$ cat src/rtl/count_monitor_pkg.sv
// Shared types and default widths for the counter step monitor.
package count_monitor_pkg;

  localparam int unsigned WIDTH_DEF      = 4;
  localparam int unsigned ERR_CNT_W_DEF  = 8;
  localparam int unsigned WRAP_CNT_W_DEF = 16;

  typedef enum logic [1:0] {
    IDLE  = 2'd0,
    TRACK = 2'd1,
    FAULT = 2'd2
  } cm_state_t;

endpackage

$ cat src/rtl/count_monitor_sat_counter.sv
// Saturating event counter; a clear and an increment in the same cycle yield 1.
module sat_counter #(
  parameter int unsigned W = 8
) (
  input  logic         clk,
  input  logic         rst,
  input  logic         inc,
  input  logic         clr,
  output logic [W-1:0] count
);

  localparam logic [W-1:0] MAX = '1;

  // Clear first, then count the new event, holding at all-ones.
  always_ff @(posedge clk) begin
    if (rst) begin
      count <= '0;
    end else if (clr) begin
      count <= inc ? W'(1) : '0;
    end else if (inc && (count != MAX)) begin
      count <= count + W'(1);
    end
  end

endmodule

$ cat src/rtl/count_monitor.sv
// Checks that each valid sample equals the previous one plus one (mod 2^WIDTH).
module count_monitor
  import count_monitor_pkg::*;
#(
  parameter int unsigned WIDTH      = WIDTH_DEF,
  parameter int unsigned ERR_CNT_W  = ERR_CNT_W_DEF,
  parameter int unsigned WRAP_CNT_W = WRAP_CNT_W_DEF
) (
  input  logic                  clk,
  input  logic                  rst,
  input  logic                  en,
  input  logic [WIDTH-1:0]      count_in,
  input  logic                  clr_err,
  output logic                  synced,
  output logic                  err_pulse,
  output logic                  err_sticky,
  output logic [ERR_CNT_W-1:0]  err_count,
  output logic                  wrap_pulse,
  output logic [WRAP_CNT_W-1:0] wrap_count,
  output logic [WIDTH-1:0]      first_exp,
  output logic [WIDTH-1:0]      first_act
);

  localparam logic [WIDTH-1:0] MAX = '1;

  cm_state_t        state_q;
  cm_state_t        state_d;
  logic [WIDTH-1:0] prev_q;
  logic [WIDTH-1:0] exp_c;
  logic             check_c;
  logic             mismatch_c;
  logic             wrap_c;
  logic             clr_c;
  logic             capture_c;

  // Sample classification against the held reference.
  always_comb begin
    check_c    = en && (state_q != IDLE);
    exp_c      = prev_q + WIDTH'(1);
    mismatch_c = check_c && (count_in != exp_c);
    wrap_c     = check_c && (prev_q == MAX) && (count_in == '0);
    clr_c      = clr_err && (state_q != IDLE);
    capture_c  = mismatch_c && (!err_sticky || clr_c);
  end

  // State register.
  always_ff @(posedge clk) begin
    if (rst) begin
      state_q <= IDLE;
    end else begin
      state_q <= state_d;
    end
  end

  // Next-state logic; a clear is applied before a same-cycle mismatch.
  always_comb begin
    state_d = state_q;
    unique case (state_q)
      IDLE:    if (en) state_d = TRACK;
      TRACK:   if (mismatch_c) state_d = FAULT;
      FAULT: begin
        if (mismatch_c)  state_d = FAULT;
        else if (clr_c)  state_d = TRACK;
      end
      default: state_d = IDLE;
    endcase
  end

  // Reference tracking, strobes, sticky flag and first-error capture.
  always_ff @(posedge clk) begin
    if (rst) begin
      prev_q     <= '0;
      synced     <= 1'b0;
      err_pulse  <= 1'b0;
      wrap_pulse <= 1'b0;
      err_sticky <= 1'b0;
      first_exp  <= '0;
      first_act  <= '0;
    end else begin
      err_pulse  <= mismatch_c;
      wrap_pulse <= wrap_c;
      if (en) prev_q <= count_in;
      if ((state_q == IDLE) && en) synced <= 1'b1;
      if (mismatch_c)  err_sticky <= 1'b1;
      else if (clr_c)  err_sticky <= 1'b0;
      if (capture_c) begin
        first_exp <= exp_c;
        first_act <= count_in;
      end else if (clr_c) begin
        first_exp <= '0;
        first_act <= '0;
      end
    end
  end

  sat_counter #(.W(ERR_CNT_W)) u_err_cnt (
    .clk   (clk),
    .rst   (rst),
    .inc   (mismatch_c),
    .clr   (clr_c),
    .count (err_count)
  );

  sat_counter #(.W(WRAP_CNT_W)) u_wrap_cnt (
    .clk   (clk),
    .rst   (rst),
    .inc   (wrap_c),
    .clr   (1'b0),
    .count (wrap_count)
  );

endmodule

$ cat config.mk
export PLATFORM = sky130hd
export DESIGN_NAME = count_monitor
export DESIGN_NICKNAME = d
export VERILOG_FILES = /design/src/rtl/count_monitor_pkg.sv /design/src/rtl/count_monitor_sat_counter.sv /design/src/rtl/count_monitor.sv
export SDC_FILE = /design/constraint.sdc
export NUM_CORES = 1
export LEC_CHECK = 0
export CAP_MARGIN = 20
export CORE_MARGIN = 3
export CORE_UTILIZATION = 48
export CTS_BUF_LIST = sky130_fd_sc_hd__clkbuf_4
export DETAILED_ROUTE_END_ITERATION = 6
export GPL_ROUTABILITY_DRIVEN = 0
export MAX_ROUTING_LAYER = met4
export PLACE_DENSITY = 0.84
export SETUP_SLACK_MARGIN = 0.02
export SYNTH_ARGS = -nofsm -noshare
export SYNTH_HDL_FRONTEND = slang
export SYNTH_SLANG_ARGS = --single-unit
export TNS_END_PERCENT = 50
$ cat constraint.sdc
create_clock -name clk -period 2.05 [get_ports clk]
set_clock_uncertainty 0.2 [all_clocks]
set_input_delay 0.3075 -clock clk [delete_from_list [all_inputs] [get_ports clk]]
set_output_delay 0.3075 -clock clk [all_outputs]
set_load 0.02 [all_outputs]
==> results.ini, run 1 <==
[global_route]
antenna_found_initial=0
grt_util_all_layers_pct=25.1
grt_pass1_vias=2131
grt_max_degree=28
grt.overflow.total=0
grt_first_pass_wirelength_um=10200

[finish]
nNetsFinal=334
utilization_pct=79.0
drive_gt1_share_pct=34.4
num_antenna_cells=0
area_growth_pct=51.8

[flow_run]
cap_violations=0

[critical_path]
worstPathArrival_ns=2.17
crit_chain=dlygate4sd2_1 -> or3_1 -> or4_4 -> buf_12 -> a2111oi_4 -> xnor2_1 -> nor2_1
slowest_stage=or4_4
crit_path_max_incr_delay_ns=0.56
end_kind=register
start_kind=input pin
required_ns=2.10
critPathKind=in -> reg
crit_fanout=10
regToRegStartpoint=prev_q[0]$_SDFFE_PP0P_
critPathLaunch=count_in[0]

[placement]
hpwl_um=3900
io_buffers=43

[die]
core_area_um2=4170
die_height_um=73.3
die_w_um=73.3
ios=44
dieArea_um2=5370
start_util_pct=52.0
row_count=23

[sta]
period_needed_ns=2.13
relSlewSlack_pct=60.0
hold_viol_final=0
finalWorstSetupSlack_ns=-0.0778
slew_viol_final=0
setup_viol=17
period_share_pct=104
tightest_slew_ns=0.595
rsz0062_at_grt=true
max_freq_ghz=0.470

[yosys]
ys_top_cells_by_area=dfxtp_1 39%, mux2i_1 7.4%, xnor2_1 6.5%, nor2_1 5.0%, nand2_1 4.5%
async_flop_share_pct=0
yosysTopAreaCellShare_pct=38.7
synth_cells=242
yosysSeqAreaShare_pct=38.7
ys_seq_elements=42
synth-main-ff-cell=dfxtp_1
syn_nets=253
ys_types=42
yosysWarnings=0
netlist_area_um2=2170
avgSynthCellArea_um2=8.97
synth_edf_count=0
yosys.area.top_type=dfxtp_1

[drt]
drt_iter0_markers=177
drc=0
ant_nets=0
dr.pass1.iters=4
wl_um=6620
viasPerCell=5.74
vias=2140
wire_per_inst_um=17.7

[cts]
clk_pin_slew_ns=0.12
cts-buffers-inserted=5
cts_tree=built
cts_root_buffer=clkbuf_4
htree_levels=2
clock_latency_ns=0.35
clock-sinks=42
cts_max_path_buffers=2

[status]
status=finished with violations
failed_checks=setup timing

[worst_hold_path]
min_from=count_in[2]
hold_class=in -> reg

[pwr]
leakage_nw=1.29
powerDensity_nw_per_um2=514
power_mw=1.69
vdd_drop_max_mv=0.362

-- worst paths after layout --
check | to | slack, ns | cells past startpoint
setup / recovery | u_wrap_cnt.count[7]$_SDFFE_PP0P_ | -0.08 | 7
hold / removal | prev_q[2]$_SDFFE_PP0P_ | 0.14 | 4
setup reg to reg | u_err_cnt.count[3]$_SDFFE_PP0P_ | -0.06 | 6
hold reg to reg | first_act[2]$_SDFFE_PP0P_ | 0.27 | 2
-- cells in the final DEF, fill, tap and decap left out, types with 4 or more instances in the layout --
cell type        Yosys  routed
a21oi_1              8       6
a2111oi_4            0       4
and3_1               8       7
nand2b_1             9       8
nand3_1              9       7
nand4_1              5       5
inv_1                6       6
dfxtp_2              0      11
dfxtp_1             42      28
clkbuf_4             0       5
buf_4                1      40
nand2_1             26      23
clkdlybuf4s50_1      0      35
mux2i_1             16      15
nor2_1              29      29
xnor2_1             16      13
-- per-layer routing --
layer  track usage (%)  wire length (um)  vias up
met5                 -                 0        -
li1                  -                 -     1018
met2              41.7              3320       81
met1              29.5              2670     1015
met3              4.92               364       26
met4              10.7               263        0
-- report_power, final --
group / leakage [nW] / internal (mW) / switching (mW)
registers: 0.348 / 0.841 / 0.0239
logic: 0.907 / 0.145 / 0.161
clock network: 0.0387 / 0.247 / 0.277
total: 1.29 / 1.23 / 0.462
-- cell families (layout without fill, tap and decap cells) --
logic type | Yosys count | in the layout | synth area share (%)
and+or+nand+nor | 111 | 111 | 27.8
muxes | 17 | 17 | 7.90
AOI/OAI and AO/OA | 33 | 33 | 12.6
DFF | 42 | 42 | 38.7
buffers and inverters | 19 | 100 | 4.38
adders and majority gates | 3 | 3 | 1.73
xor gates and xnor gates | 17 | 17 | 6.86
-- layout make-up --
type | instances | area, um^2
fill | 237 | 877
clock buffer | 5 | 37.5
clock inverter | 2 | 33.8
timing repair buffer | 87 | 783
multi-input combinational | 181 | 1490
inverter | 6 | 22.5
sequential | 42 | 866
tap | 50 | 62.6
-- synth_stat cells, types with 3 or more instances --
cell type  instances
a2111oi_2          4
a21boi_0           3
a21oi_1            8
a31o_2             3
and3_1             8
clkbuf_1           9
dfxtp_1           42
ha_1               3
inv_1              6
mux2i_1           16
nand2_1           26
nand2b_1           9
nand3_1            9
nand4_1            5
nor2_1            29
nor2b_1            3
nor3_1             4
o21ai_0            3
o41ai_1            3
or2_2              3
or3_1              3
xnor2_1           16
-- what timing repair did --
item	4_1_cts	5_1_grt
gates resized for setup	42	30
gates cloned	0	0
buffers inserted	5	1
pin swaps	11	8
endpoints found under the hold margin	0	0
hold buffers	0	0
endpoints found under the setup margin	33	40
-- sequential cells by signal (all words and copies together), names as in the netlist --
register and count:
prev_q 4, u_err_cnt.count 8, first_act 4, err_pulse 1
synced 1, u_wrap_cnt.count 16, err_sticky 1, state_q 2
wrap_pulse 1, first_exp 4
-- critical path: cells and delay by family --
family                    cells  cell delay [ns]
AOI/OAI and AO/OA             1             0.29
and+or+nand+nor               3             0.97
xor gates and xnor gates      1             0.18
buffers and inverters         2             0.43
-- stage by stage --
| stage | instances | instance area, um^2 | hold slack [ns] | setup WS [ns] | TNS [ns] |
|---|---|---|---|---|---|
| after detailed placement | 362 | 2920 | 0.257 | -0.648 | -16.81 |
| after CTS | 373 | 3160 | 0.128 | -0.0327 | -0.131 |
| final | 373 | 3300 | 0.136 | -0.0778 | -0.618 |
| after global routing | 373 | 3300 | 0.134 | -0.112 | -1.83 |
| after floorplan | 242 | 2210 | 0.255 | -0.160 | -0.665 |
| after global placement | 362 | 2920 | 0.249 | -0.549 | -15.14 |
Power figures use the tool's default switching activity.
==> run 2, diff against run 1 <==
--- a/config.mk
+++ b/config.mk
@@ -7,9 +7,10 @@
 export LEC_CHECK = 0
 export CAP_MARGIN = 20
 export CORE_MARGIN = 3
-export CORE_UTILIZATION = 48
+export CORE_UTILIZATION = 59
 export CTS_BUF_LIST = sky130_fd_sc_hd__clkbuf_4
 export DETAILED_ROUTE_END_ITERATION = 6
+export DONT_BUFFER_PORTS = 1
 export GPL_ROUTABILITY_DRIVEN = 0
 export MAX_ROUTING_LAYER = met4
 export PLACE_DENSITY = 0.84
==> run 2 against run 1 <==
Net effect:
- the flow finishes with violations (hold timing, setup timing)
- total power is 6.8% lower
- clock power is 16% lower
- hold slack worse by 0.16 ns
- clock-buffer cell count is 1 higher
- flip-flop and latch count stayed put
- sequential power is 2.7% higher
- critical path depth is 1 lower
- final area is 9.4% lower
- global-route usage is 3.6 points higher
- combinational power is 18% lower
- highest routed layer unchanged
==> results.ini, run 2 (synthesized netlist as in run 1, its figures left out) <==
[status]
status=finished with violations  ; unchanged
failed_checks=hold timing, setup timing  ; was setup timing

[pwr]
vdd_drop_max_mv=0.536  ; was 0.362 mV
p_seq_share_pct=56.2  ; was 51.0%
powerDensity_nw_per_um2=529  ; was 514 nW/um^2
p_int_mw=1.10  ; was 1.23 mW
leakage_nw=1.15  ; was 1.29 nW
p_sw_share_pct=30.5  ; was 27.3%
p_clk_share_pct=27.8  ; was 30.9%
switchingPower_mw=0.482  ; was 0.462 mW
power_frac_comb_pct=16.0  ; was 18.1%

[die]
ios=44  ; unchanged
die_w_um=66.7  ; was 73.3 um
start_util_pct=63.1  ; was 52.0%
die_height_um=66.7  ; was 73.3 um
row_count=21  ; was 23
core_area_um2=3440  ; was 4170 um^2
dieArea_um2=4440  ; was 5370 um^2

[critical_path]
required_ns=2.16  ; was 2.10 ns
r2r_slack_ns=-0.15  ; was -0.06 ns
critPathKind=reg -> reg  ; was in -> reg
crit_fanout=5  ; was 10
end_kind=register  ; unchanged
reg2regPathDepth=6  ; unchanged
worstPathArrival_ns=2.31  ; was 2.17 ns
r2r-end=u_wrap_cnt.count[13]$_SDFFE_PP0P_  ; was u_err_cnt.count[3]$_SDFFE_PP0P_
start_kind=register  ; was input pin
regToRegStartpoint=prev_q[0]$_SDFFE_PP0P_  ; unchanged

[finish]
drive_gt1_share_pct=38.3  ; was 34.4%
area_growth_pct=37.6  ; was 51.8%
num_antenna_cells=0  ; unchanged
final_cell_mix=46 x buf_4, 31 x dfxtp_1, 29 x nor2_1  ; was 40 x buf_4, 35 x clkdlybuf4s50_1, 29 x nor2_1
largest_reg_flops=16  ; unchanged
regMostFlops=u_wrap_cnt.count  ; unchanged
nNetsFinal=305  ; was 334
reg.largest.list=u_wrap_cnt.count (16), u_err_cnt.count (8)  ; unchanged
layoutNonFillerInstCount=341  ; was 373
layout_commonest_cell=buf_4  ; unchanged
utilization_pct=86.8  ; was 79.0%

[cts]
cts_max_path_buffers=2  ; unchanged
clk_pin_slew_ns=0.14  ; was 0.12 ns
htree_levels=2  ; unchanged
clock-sinks=42  ; unchanged
cts_tree=built  ; unchanged
cts_root_buffer=clkbuf_4  ; unchanged
cts-buffers-inserted=5  ; unchanged
clock_latency_ns=0.40  ; was 0.35 ns

[drt]
drc=0  ; unchanged
dr.pass1.iters=6  ; was 4
ant_nets=0  ; unchanged
drt_iter0_markers=236  ; was 177
viasPerCell=6.43  ; was 5.74
wl_um=7190  ; was 6620 um
wire_per_inst_um=21.1  ; was 17.7 um
vias=2191  ; was 2140

[sta]
tightest_slew_ns=0.569  ; was 0.595 ns
max_freq_ghz=0.455  ; was 0.470 GHz
setup_viol=20  ; was 17
period_share_pct=107  ; was 104%
relSlewSlack_pct=62.1  ; was 60.0%
rsz0062_at_grt=true  ; unchanged
slew_viol_final=0  ; unchanged
period_needed_ns=2.20  ; was 2.13 ns
finalWorstSetupSlack_ns=-0.148  ; was -0.0778 ns
hold_slack_ns=-0.0222  ; was 0.136 ns
hold_viol_final=1  ; was 0

[placement]
placed_cells=319  ; was 362
io_buffers=0  ; was 43
hpwl_um=3570  ; was 3900 um

[worst_hold_path]
min_from=rst  ; was count_in[2]
hold_class=in -> reg  ; unchanged
min_to=first_exp[2]$_SDFFE_PP0P_  ; was prev_q[2]$_SDFFE_PP0P_
hold_depth=2  ; was 4

[global_route]
grt_max_degree=37  ; was 28
grt_pass1_vias=1937  ; was 2131
antenna_found_initial=0  ; unchanged
grt_first_pass_wirelength_um=9320  ; was 10200 um
grt_util_all_layers_pct=28.8  ; was 25.1%
grt.overflow.total=0  ; unchanged

[flow_run]
cap_violations=0  ; unchanged

==> run 2: routing by layer <==
metal	GRT usage [%]	routed length, um	part of all wire, %
met1	32.5	2700	38
met2	47.0	3510	49
met3	7.25	668	9.3
met4	14.7	308	4.3
met5	-	0	0
==> run 2: critical path: stages, from the launching register on <==
cell      delay [ns]
dfxtp_4         0.39
ha_4            0.15
nand2_2         0.05
or4_4           0.53
a211oi_4        0.27
and3_4          0.24
mux2_4          0.30
==> run 2: power groups by stage <==
stage                     clock network [mW]  registers, mW  logic, mW
final                                  0.439          0.888      0.252
after global routing                   0.463          0.891      0.268
after CTS                              0.423          0.885      0.212
after detailed placement                   0          0.901      0.167
after global placement                     0          0.900      0.162
after floorplan                            0          0.903      0.125
==> run 2: worst max-delay path by stage <==
stage | from | to | depth (start not counted)
finish | prev_q[0]$_SDFFE_PP0P_ | u_wrap_cnt.count[13]$_SDFFE_PP0P_ | 6
global route | prev_q[0]$_SDFFE_PP0P_ | first_exp[1]$_SDFFE_PP0P_ | 7
CTS | prev_q[0]$_SDFFE_PP0P_ | u_wrap_cnt.count[13]$_SDFFE_PP0P_ | 6
detailed placement | prev_q[0]$_SDFFE_PP0P_ | u_err_cnt.count[3]$_SDFFE_PP0P_ | 7
global placement | count_in[0] | u_wrap_cnt.count[13]$_SDFFE_PP0P_ | 5
floorplan | u_wrap_cnt.count[9]$_SDFFE_PP0P_ | u_wrap_cnt.count[13]$_SDFFE_PP0P_ | 5
==> run 2: timing repair <==
item,in CTS,in global routing
hold endpoints to repair,35,0
endpoints found under the setup margin,28,33
gates resized for setup,27,27
pin swaps,9,14
gates cloned,1,0
buffers inserted,1,5
hold buffers,8,0
==> run 2: stage by stage <==
stage               TNS [ns]  cell area, um^2  setup WS, ns  power, mW
floorplan             -0.665             2210        -0.160       1.03
global placement       -1.29             2510        -0.133       1.06
detailed placement     -1.93             2510        -0.198       1.07
CTS                   -0.152             2820       -0.0576       1.52
global route           -3.57             2990        -0.229       1.62
finish                 -1.34             2990        -0.148       1.58
==> run 2: layout make-up <==
type / count / area, um^2
sequential: 42 / 860
timing repair buffer: 58 / 509
tap: 46 / 57.6
fill: 171 / 455
clock buffer: 6 / 45.0
multi-input combinational: 181 / 1480
clock inverter: 2 / 8.76
inverter: 6 / 22.5
==> run 3, diff against run 2 <==
--- a/config.mk
+++ b/config.mk
@@ -12,6 +12,7 @@
 export DETAILED_ROUTE_END_ITERATION = 6
 export DONT_BUFFER_PORTS = 1
 export GPL_ROUTABILITY_DRIVEN = 0
+export GPL_TIMING_DRIVEN = 0
 export MAX_ROUTING_LAYER = met4
 export PLACE_DENSITY = 0.84
 export SETUP_SLACK_MARGIN = 0.02
==> run 3 against run 2 <==
Net effect:
- the run ends with setup timing left
- total power down 2.6%
- sequential power is essentially flat
- routed wire length decreased by 7.0%
- combinational power decreased by 9.5%
- setup slack better by 0.011 ns
- final area fell by 3.6%
- clock-buffer cell count is the same
- die area stayed put
- global-route usage increased by 0.19 points
- first-iteration DRC count grew 25%
- critical path type unchanged
- largest cell class unchanged
- largest power group unchanged
==> results.ini, run 3 (synthesized netlist as in run 1, its figures left out) <==
[status]
status=finished with violations  ; unchanged
failed_checks=setup timing  ; was hold timing, setup timing

[global_route]
grt_first_pass_wirelength_um=9380  ; was 9320 um
grt_pass1_vias=1951  ; was 1937
grt_util_all_layers_pct=29.0  ; was 28.8%
antenna_found_initial=0  ; unchanged
grt_max_degree=13  ; was 37
grt.overflow.total=0  ; unchanged

[sta]
slew_viol_final=0  ; unchanged
finalWorstSetupSlack_ns=-0.137  ; was -0.148 ns
setup_tns_ns=-2.00  ; was -1.34 ns
max_freq_ghz=0.457  ; was 0.455 GHz
rsz0062_at_grt=true  ; unchanged
relSlewSlack_pct=63.8  ; was 62.1%
period_needed_ns=2.19  ; was 2.20 ns
setup_viol=26  ; was 20
hold_viol_final=0  ; was 1
tightest_slew_ns=0.539  ; was 0.569 ns
period_share_pct=107  ; about the same

[placement]
hpwl_um=3130  ; was 3570 um
pre_cts_ws_ns=-0.384  ; was -0.198 ns
placed_cell_area_um2=2270  ; was 2510 um^2
io_buffers=0  ; unchanged

[critical_path]
regToRegStartpoint=prev_q[0]$_SDFFE_PP0P_  ; unchanged
worst-path-stages=6  ; unchanged
reg2regPathDepth=6  ; unchanged
crit_path_max_incr_delay_ns=0.64  ; was 0.53 ns
critPathKind=reg -> reg  ; unchanged
required_ns=2.15  ; was 2.16 ns
start_kind=register  ; unchanged
critPathLaunch=prev_q[0]$_SDFFE_PP0P_  ; unchanged
r2r_slack_ns=-0.14  ; was -0.15 ns
worstPathArrival_ns=2.29  ; was 2.31 ns
critPathBufInv=1  ; was 0
crit_fanout=10  ; was 5
crit_end=u_err_cnt.count[3]$_SDFFE_PP0P_  ; was u_wrap_cnt.count[13]$_SDFFE_PP0P_
crit_chain=buf_6 -> nand2_1 -> nor3_1 -> nor4_4 -> or4b_2 -> a21boi_0  ; was ha_4 -> nand2_2 -> or4_4 -> a211oi_4 -> and3_4 -> mux2_4
cp_top_family=simple AND/OR/NAND/NOR gates  ; unchanged
slowest_stage=or4b_2  ; was or4_4
end_kind=register  ; unchanged
r2r-end=u_err_cnt.count[3]$_SDFFE_PP0P_  ; was u_wrap_cnt.count[13]$_SDFFE_PP0P_

[finish]
num_antenna_cells=0  ; unchanged
nNetsFinal=289  ; was 305
utilization_pct=83.6  ; was 86.8%
layout_commonest_cell=nor2_1  ; was buf_4
fillers=170  ; was 171
area_growth_pct=32.6  ; was 37.6%
design_area_um2=2880  ; was 2990 um^2
largest_reg_flops=16  ; unchanged
regMostFlops=u_wrap_cnt.count  ; unchanged
drive_gt1_share_pct=40.5  ; was 38.3%
reg.largest.list=u_wrap_cnt.count (16), u_err_cnt.count (8)  ; unchanged
final_cell_mix=27 x nor2_1, 24 x nand2_1, 20 x buf_4  ; was 46 x buf_4, 31 x dfxtp_1, 29 x nor2_1

[drt]
ant_nets=0  ; unchanged
dr.pass1.iters=4  ; was 6
wl_um=6690  ; was 7190 um
drt_iter0_markers=294  ; was 236
vias=2069  ; was 2191
drc=0  ; unchanged
wire_per_inst_um=20.6  ; was 21.1 um
viasPerCell=6.37  ; was 6.43

[pwr]
leakage_nw=1.02  ; was 1.15 nW
power_mw=1.54  ; was 1.58 mW
powerDensity_nw_per_um2=535  ; was 529 nW/um^2
vdd_drop_max_mv=0.478  ; was 0.536 mV

[cts]
cts_max_path_buffers=2  ; unchanged
cts-buffers-inserted=5  ; unchanged
cts_tree=built  ; unchanged
clock-sinks=42  ; unchanged
cts_root_buffer=clkbuf_4  ; unchanged
clk_pin_slew_ns=0.12  ; was 0.14 ns
clock_latency_ns=0.39  ; was 0.40 ns
htree_levels=2  ; unchanged

[die]
ios=44  ; unchanged
core_area_um2=3440  ; unchanged
die_w_um=66.7  ; unchanged
die_height_um=66.7  ; unchanged
start_util_pct=63.1  ; unchanged
dieArea_um2=4440  ; unchanged
row_count=21  ; unchanged

[worst_hold_path]
hold_class=in -> reg  ; unchanged

[flow_run]
cap_violations=0  ; unchanged

-- run 3: cell types whose count changed in the layout (fill, tap and decap cells not counted), moves of 4 or more --
cell / delta
buf_4: -26
buf_6: +6
clkbuf_1: +4
dfxtp_1: -17
dfxtp_2: +9
dfxtp_4: +8
-- run 3: worst min path at each step --
| stage | start | end | slack, ns | cells past startpoint |
|---|---|---|---|---|
| finish | en | prev_q[1]$_SDFFE_PP0P_ | 0.04 | 3 |
| CTS | clr_err | err_sticky$_SDFFE_PP0P_ | 0.03 | 3 |
| global placement | count_in[1] | prev_q[1]$_SDFFE_PP0P_ | 0.26 | 2 |
| global route | en | prev_q[1]$_SDFFE_PP0P_ | 0.02 | 3 |
| detailed placement | count_in[3] | prev_q[3]$_SDFFE_PP0P_ | 0.27 | 2 |
| floorplan | count_in[0] | prev_q[0]$_SDFFE_PP0P_ | 0.25 | 2 |
-- run 3: final cells by class --
| cell class | count | area, um^2 | area share [%] |
|---|---|---|---|
| multi-input combinational | 181 | 1470 | 51.2 |
| sequential | 42 | 901 | 31.3 |
| timing repair buffer | 32 | 300 | 10.4 |
| buffer | 10 | 70.1 | 2.43 |
| tap | 46 | 57.6 | 2.00 |
| clock buffer | 6 | 45.0 | 1.57 |
| inverter | 6 | 22.5 | 0.783 |
| clock inverter | 2 | 8.76 | 0.304 |
-- run 3: repair_timing --
action,4_1_cts,5_1_grt
hold buffers,5,0
resized for setup,54,26
setup buffers,22,4
gates cloned,1,0
pin swaps,10,10
endpoints found under the hold margin,11,0
endpoints found under the setup margin,36,36
-- run 3: report_power, final --
part           internal, mW  total (mW)  switching [mW]
clock                 0.142       0.426           0.284
combinational         0.104       0.228           0.124
sequential            0.836       0.885          0.0493
-- run 3: worst register-to-register path, stage by stage (launching register included) --
cell	delay (ns)
dfxtp_4	0.39
buf_6	0.12
nand2_1	0.06
nor3_1	0.37
nor4_4	0.16
or4b_2	0.64
a21boi_0	0.19
-- run 3: per-layer routing --
| metal | up-vias | wire length, um | GRT usage [%] |
|---|---|---|---|
| li1 | 919 | - | - |
| met1 | 982 | 2480 | 32.5 |
| met2 | 123 | 3270 | 48.5 |
| met3 | 45 | 521 | 6.91 |
| met4 | 0 | 414 | 13.5 |
| met5 | - | 0 | - |
-- run 3: stage by stage --
| stage | hold slack [ns] | instances |
|---|---|---|
| 6_report | 0.0423 | 325 |
| 5_1_grt | 0.0220 | 325 |
| 4_1_cts | 0.0336 | 321 |
| 3_5_place_dp | 0.268 | 288 |
| 3_3_place_gp | 0.257 | 288 |
| 2_1_floorplan | 0.255 | 242 |
